[src/rtl/mileage_display.sv]
// Odometer count to 8-digit BCD (sequential double-dabble) and a multiplexed
// 7-segment scan driver with leading-zero blanking and a display-enable gate.
module mileage_display #(
    parameter int unsigned CLK_FREQ      = 100_000_000,
    parameter int unsigned SCAN_HZ       = 1000,
    parameter bit          BLANK_LEADING = 1'b1
) (
    input  logic        clk,
    input  logic        rst,
    input  logic        display_en,
    input  logic [26:0] record,
    output logic [7:0]  an_en,
    output logic [7:0]  seg_code,
    output logic [31:0] bcd,
    output logic        busy
);

    localparam int unsigned REC_W  = 27;
    localparam int unsigned BCD_W  = 32;
    localparam int unsigned DIGITS = 8;
    localparam int unsigned IDX_W  = 3;
    localparam int unsigned ITER_W = 5;
    localparam int unsigned DIV    = (CLK_FREQ / SCAN_HZ > 0) ? CLK_FREQ / SCAN_HZ : 1;
    localparam int unsigned DIV_W  = (DIV > 1) ? $clog2(DIV) : 1;

    localparam logic [REC_W-1:0]  REC_MAX   = REC_W'(9_999_999);
    localparam logic [ITER_W-1:0] LAST_ITER = ITER_W'(REC_W - 1);
    localparam logic [DIV_W-1:0]  DIV_LAST  = DIV_W'(DIV - 1);

    typedef enum logic [1:0] {IDLE, LOAD, SHIFT, LATCH} state_t;

    state_t              state;
    logic [REC_W-1:0]    sampled;
    logic [REC_W-1:0]    bin_sr;
    logic [BCD_W-1:0]    work;
    logic [ITER_W-1:0]   iter;

    logic [BCD_W-1:0]    work_adj;
    logic [BCD_W-1:0]    work_sh;
    logic [REC_W-1:0]    bin_sh;

    logic [DIV_W-1:0]    div_cnt;
    logic [IDX_W-1:0]    idx;
    logic [DIGITS-1:0]   lead_zero;
    logic [3:0]          cur_digit;
    logic [7:0]          cur_code;

    function automatic logic [7:0] seg_encode(input logic [3:0] d);
        logic [7:0] code;
        case (d)
            4'd0:    code = 8'h3F;
            4'd1:    code = 8'h06;
            4'd2:    code = 8'h5B;
            4'd3:    code = 8'h4F;
            4'd4:    code = 8'h66;
            4'd5:    code = 8'h6D;
            4'd6:    code = 8'h7D;
            4'd7:    code = 8'h07;
            4'd8:    code = 8'h7F;
            4'd9:    code = 8'h6F;
            default: code = 8'h00;
        endcase
        return code;
    endfunction

    // Double-dabble step: add-3 correction on every nibble >= 5, then shift left.
    always_comb begin
        work_adj = work;
        for (int n = 0; n < DIGITS; n++) begin
            if (work[n*4 +: 4] >= 4'd5) begin
                work_adj[n*4 +: 4] = work[n*4 +: 4] + 4'd3;
            end
        end
    end

    assign {work_sh, bin_sh} = {work_adj[BCD_W-2:0], bin_sr, 1'b0};

    // Conversion FSM; sampled keeps the raw count so clamped inputs do not retrigger.
    always_ff @(posedge clk or posedge rst) begin
        if (rst) begin
            state   <= IDLE;
            sampled <= '0;
            bin_sr  <= '0;
            work    <= '0;
            iter    <= '0;
            bcd     <= '0;
            busy    <= 1'b0;
        end else begin
            case (state)
                IDLE: begin
                    if (record != sampled) begin
                        state <= LOAD;
                    end
                end
                LOAD: begin
                    sampled <= record;
                    bin_sr  <= (record > REC_MAX) ? REC_MAX : record;
                    work    <= '0;
                    iter    <= '0;
                    busy    <= 1'b1;
                    state   <= SHIFT;
                end
                SHIFT: begin
                    work   <= work_sh;
                    bin_sr <= bin_sh;
                    iter   <= iter + ITER_W'(1);
                    if (iter == LAST_ITER) begin
                        state <= LATCH;
                    end
                end
                LATCH: begin
                    bcd   <= work;
                    busy  <= 1'b0;
                    state <= IDLE;
                end
                default: state <= IDLE;
            endcase
        end
    end

    // Digit k is a leading zero when it and every digit above it are zero; units never blank.
    always_comb begin
        logic run;
        run       = 1'b1;
        lead_zero = '0;
        for (int k = DIGITS - 1; k >= 1; k--) begin
            run          = run && (bcd[k*4 +: 4] == 4'd0);
            lead_zero[k] = run;
        end
    end

    assign cur_digit = bcd[{idx, 2'b00} +: 4];
    assign cur_code  = (BLANK_LEADING && lead_zero[idx]) ? 8'h00 : seg_encode(cur_digit);

    // Scan divider and registered anode/segment drive, updated together every clock.
    always_ff @(posedge clk or posedge rst) begin
        if (rst) begin
            div_cnt  <= '0;
            idx      <= '0;
            an_en    <= '0;
            seg_code <= '0;
        end else begin
            if (div_cnt == DIV_LAST) begin
                div_cnt <= '0;
                idx     <= idx + IDX_W'(1);
            end else begin
                div_cnt <= div_cnt + DIV_W'(1);
            end
            an_en    <= (DIGITS'(1) << idx) & {DIGITS{display_en}};
            seg_code <= cur_code;
        end
    end

endmodule

[config.mk]
export PLATFORM = sky130hd
export DESIGN_NAME = mileage_display
export DESIGN_NICKNAME = d
export VERILOG_FILES = /design/src/rtl/mileage_display.sv
export SDC_FILE = /design/constraint.sdc
export NUM_CORES = 1
export LEC_CHECK = 0
export CAP_MARGIN = 20
export CORE_UTILIZATION = 45
export DETAILED_ROUTE_END_ITERATION = 10
export PLACE_DENSITY = 0.69
export SLEW_MARGIN = 5
export SYNTH_ARGS = -nofsm -noshare
export SYNTH_HDL_FRONTEND = slang
export SYNTH_SLANG_ARGS = --single-unit
export TNS_END_PERCENT = 100
[constraint.sdc]
create_clock -name clk -period 7.3 [get_ports clk]
set_clock_uncertainty 0.1 [all_clocks]
set_input_delay 1.095 -clock clk [delete_from_list [all_inputs] [get_ports clk]]
set_output_delay 1.095 -clock clk [all_outputs]
set_load 0.01 [all_outputs]
---- Word-level counts from Yosys, hierarchy flattened ----
Memories as Yosys holds them, arrays and structs flattened.
Index checks and enable logic that the tools add are counted.
storage, ports and cells
  register bits ........................... 162
  ROM bits ................................ 112
  bits of input ports ..................... 30
  output and inout bits ................... 49
  logic and storage cells ................. 81
  memories kept ........................... 1
cells by class
  add/subtract/negate cells ............... 11
  order comparisons ....................... 10
  equal/unequal tests ..................... 8
  shift-type cells ........................ 2
  muxes and demuxes ....................... 20
  bitwise logic cells ..................... 1
  reduce and logical (&&, ||, !) cells .... 17
memory list
  memory            depth  width  read ports  clocked after memory_dff  write ports  RTL line  source
  (name not given)  16     7      1           0                         0            50        case (d)
operators by type and width
  operator               count
  $pmux 32 s2            1
  $pmux 27 s2            1
  $ge 4x3->1 const B     8
  $shiftx 32x6->4        1
  $add 4x2->4 const B    7
  $logic_not 4->1        7
  $mux 4                 7
  $gt 27x24->1 const B   1
  $mux 27                1
  $ne 27x27->1           1
  $add 17x1->17 const B  1
  $eq 17x17->1 const B   1
  $mux 17                1
  $pmux 5 s2             1
  $and 8x8->8            1
  $mux 8                 1
  $pmux 2 s4             1
  $shl 1x3->8 const A    1
  $logic_and 1x1->1      6
  $add 5x1->5 const B    1
  $eq 5x5->1 const B     1
  $eq 2x2->1 const B     2
  $lt 3x4->1 const B     1
  $mux 2                 2
  11 further kinds       13

---- Logic depth before layout (Yosys ltp) ----
  depth in word-level cells ............... 10
  depth in mapped cells ................... 9
  mapped depth without buffers ............ 8

---- Least setup slack after synthesis ----
Ideal clock, no wire load.
  path kind ............................... input to register
  start ................................... input record[24]
  end ..................................... register bin_sr[7]
  library setup time ...................... 66 ps
  data arrival time ....................... 2460 ps
  data required time ...................... 7134 ps
  path slack .............................. 4673 ps
  cell stages on the path ................. 6
  path buffers ............................ 1
  cells stage by stage .................... or3_1 nor4_1 o2111ai_1 a21oi_2 buf_2 a221o_1
between the ends
  cells in the longest elaborated chain, start to end .. 3
RTL lines
  item                  RTL line  source
  from (decl)           11        input logic [26:0] record,
  $gt 27x24->1          97        bin_sr <= (record > REC_MAX) ? REC_MAX : record;
  $mux 27               97
  $pmux 27 s2           89        case (state)
  to (signal assigned)  97
  to (signal assigned)  105       bin_sr <= bin_sh;
  to (decl)             34        logic [REC_W-1:0] bin_sr;
No other way between the ends.
A chain may end at the register's enable or synchronous reset.

---- Worst setup path in the final report ----
  start ................................... input record[24]
  end ..................................... register bin_sr[21]
Same word-level chain as after synthesis.

==> impl_metrics.json <==
{
  "core_area_sq_um": 17200,
  "grt_max_degree": 94,
  "fillers": 1442,
  "cts-root-buf": "clkbuf_16",
  "wl_um": 17300,
  "crit_chain": "clkdlybuf4s50_1 -> or3_1 -> nor4_1 -> o2111ai_1 -> a21oi_2 -> a221o_1",
  "fin_hold_ws_ns": 0.394,
  "period_needed_ns": 3.39,
  "tightest_slew_ns": 0.935,
  "syn_avg_cell_area_sq_um": 11.5,
  "n_antenna_cell": 0,
  "period_share": 0.465,
  "clk_pin_slew_worst_paths_ns": 0.06,
  "cp_max_fo": 22,
  "initial_utilization": 0.461,
  "ys_ff_latch": 161,
  "io_pins": 79,
  "finalSetupViolations": 0,
  "holdBufCountCts": 0,
  "r2r_cells": 6,
  "leakage_nw": 4.12,
  "synthCells": 691,
  "ir_drop_mv": 0.166,
  "setup_tns_ns": 0,
  "drv_slew": 0,
  "p_per_area_nw_per_um2": 287,
  "hpwl_um": 11900,
  "dr.pass1.iters": 5,
  "grtUsageTotal": 0.202,
  "grt.overflow.total": 0,
  "cp.arrival_ns": 3.65,
  "drive_gt1_frac": 0.142,
  "synthToLayoutAreaGrowth_pct": 20.0,
  "die_width_um": 135,
  "synth-warning-count": 0,
  "finalHoldViolations": 0,
  "worstHoldEndpoint": "div_cnt[0]",
  "maxSlewHeadroom": 0.377,
  "cp_slowest_stage_delay_ns": 0.80,
  "synth_top_area_share": 0.508,
  "wire_per_inst_um": 17.3,
  "syn_nets": 755,
  "rsz0062_at_grt": "no",
  "async_flop_share": 1.00,
  "hold_start": "div_cnt[0]",
  "gp_congestion": 0.839,
  "r2r_setup_slack_ns": 4.48,
  "syn_area_sq_um": 7940,
  "antenna_found_initial": 0,
  "drcViolationCount": 0,
  "vias_per_cell": 5.62,
  "status": "completed",
  "numPortBuffers": 77,
  "post-place-ws_ns": 3.48,
  "yosys-top-cells-area": "dfrtp_1 51%, mux2_2 8.7%, ha_1 5.4%",
  "path_class": "input pin to register",
  "die-area_sq_um": 18200,
  "clk_latency_ns": 0.42,
  "ys.flop_type": "dfrtp_1",
  "final_antenna_net_count": 0,
  "min_path_cells": 1,
  "required_ns": 7.56,
  "r2r-end": "work[12]",
  "synth_area_leader_cell": "dfrtp_1",
  "synth_edf_count": 0,
  "design_area_sq_um": 9530,
  "dp_cells": 970,
  "nets": 828,
  "cts_resized": 0,
  "cts.sinks": 161,
  "reg2reg_from": "state[1]",
  "num_rows": 48,
  "crit_path_start_kind": "input pin",
  "totalPowerFinal_mw": 2.74,
  "cts-buffers-inserted": 17,
  "clk_path_buf_depth": 2,
  "worstSetupEndpointType": "register",
  "synthDistinctLibCells": 56,
  "cap_violations": 0,
  "post_cts_buffers": 0,
  "fin_ws_ns": 3.91,
  "instances_no_fill": 1001,
  "grt_pass1_wl_um": 28600,
  "place_area_sq_um": 8910,
  "grt_pass1_vias": 5599,
  "cts_tree": "yes",
  "min_path_type": "register to register",
  "fmax_mhz": 295,
  "drt-initial-drc-count": 363,
  "yosysSeqAreaShare": 0.508,
  "final_util": 0.553,
  "cts-htree-levels": 4,
  "routed-via-count": 5621,
  "die_h_um": 135,
  "worst_path_max_delay_cell": "a21oi_2"
}
-- power by group --
part           internal (mW)  total [mW]  switching [mW]
clock                  0.566       0.915           0.349
sequential              1.03        1.17           0.141
combinational          0.360       0.654           0.293
total                   1.95        2.74           0.784
-- routing by layer --
| metal | part of all wire | GRT usage | vias to the layer above |
|---|---|---|---|
| li1 | - | - | 2622 |
| met1 | 0.45 | 0.266 | 2803 |
| met2 | 0.48 | 0.330 | 169 |
| met3 | 0.055 | 0.0439 | 27 |
| met4 | 0.019 | 0.0705 | 0 |
| met5 | 0 | 0 | - |
-- area by class of cell --
type / instances / area (sq um) / area share
tap: 225 / 282 / 0.0296
clock inverter: 7 / 96.3 / 0.0101
sequential: 161 / 4030 / 0.423
timing repair buffer: 83 / 816 / 0.0856
multi-input combinational: 443 / 3560 / 0.374
clock buffer: 24 / 522 / 0.0548
inverter: 58 / 223 / 0.0234
-- cell usage in the layout, fill, tap and decap left out, drive strengths merged, types with 11 or more instances in the layout --
| cell | n |
|---|---|
| mux2 | 63 |
| dfrtp | 161 |
| nor2 | 23 |
| clkdlybuf4s50 | 77 |
| nor2b | 12 |
| o21ai | 17 |
| xnor2 | 42 |
| nand2 | 20 |
| a21oi | 51 |
| clkbuf | 24 |
| xor2 | 11 |
| o22ai | 36 |
| nand4 | 11 |
| ha | 34 |
| inv | 57 |
| nand3 | 12 |
-- synth_stat cells, types with 2 or more instances --
| master | count |
|---|---|
| a211o_1 | 2 |
| a21o_1 | 2 |
| a21oi_1 | 50 |
| a221o_1 | 9 |
| a31oi_1 | 3 |
| a32o_1 | 7 |
| and2_1 | 6 |
| and3_1 | 7 |
| buf_1 | 4 |
| buf_2 | 3 |
| buf_4 | 2 |
| buf_6 | 2 |
| clkbuf_1 | 18 |
| clkinv_1 | 2 |
| dfrtp_1 | 161 |
| ha_1 | 34 |
| inv_1 | 56 |
| mux2_2 | 61 |
| mux2_4 | 2 |
| mux2i_1 | 5 |
| mux4_1 | 5 |
| mux4_2 | 3 |
| nand2_1 | 20 |
| nand2b_1 | 9 |
| nand3_1 | 12 |
| nand4_1 | 11 |
| nand4b_1 | 2 |
| nor2_1 | 23 |
| nor2b_1 | 12 |
| nor3_1 | 5 |
| nor3b_1 | 2 |
| nor4_1 | 8 |
| o21ai_0 | 17 |
| o22ai_1 | 36 |
| o31ai_1 | 9 |
| o32ai_1 | 5 |
| or3_1 | 3 |
| or4_1 | 4 |
| xnor2_1 | 42 |
| xor2_1 | 11 |
-- logic make-up (layout without fill, tap and decap cells) --
family          after synthesis  count (layout)  synth area share
xor+xnor                     53              53            0.0585
other cells                   1               1          0.000472
compound gates              150             150             0.122
buf+inv                      87             172            0.0444
simple gates                128             128            0.0891
fa+ha+maj                    34              34            0.0536
flops                       161             161             0.508
mux                          77              77             0.125
-- how the worst max path moves through the flow --
| stage | from | depth (start not counted) | slack [ns] | to |
|---|---|---|---|---|
| 6_report | record[24] | 6 | 3.91 | bin_sr[21] |
| 5_1_grt | record[24] | 6 | 3.77 | bin_sr[23] |
| 4_1_cts | record[24] | 6 | 3.94 | bin_sr[22] |
| 3_5_place_dp | record[24] | 6 | 3.48 | bin_sr[23] |
| 3_3_place_gp | record[24] | 6 | 3.58 | bin_sr[21] |
| 2_1_floorplan | rst | 1 | 1.76 | an_en[0] |
-- sequential cells by signal, indices dropped and copies added (netlist names) --
register  cells
an_en         8
bcd          32
bin_sr       27
busy          1
div_cnt      17
idx           3
iter          5
sampled      27
seg_code      7
state         2
work         32
-- worst max-delay path, delay by kind of cell --
family	cells	cell delay, ns
AND/OR/NAND/NOR	2	0.74
AO/OA/AOI/OAI	3	1.35
buffers and inverters	1	0.46
Power figures use the tool's default switching activity.
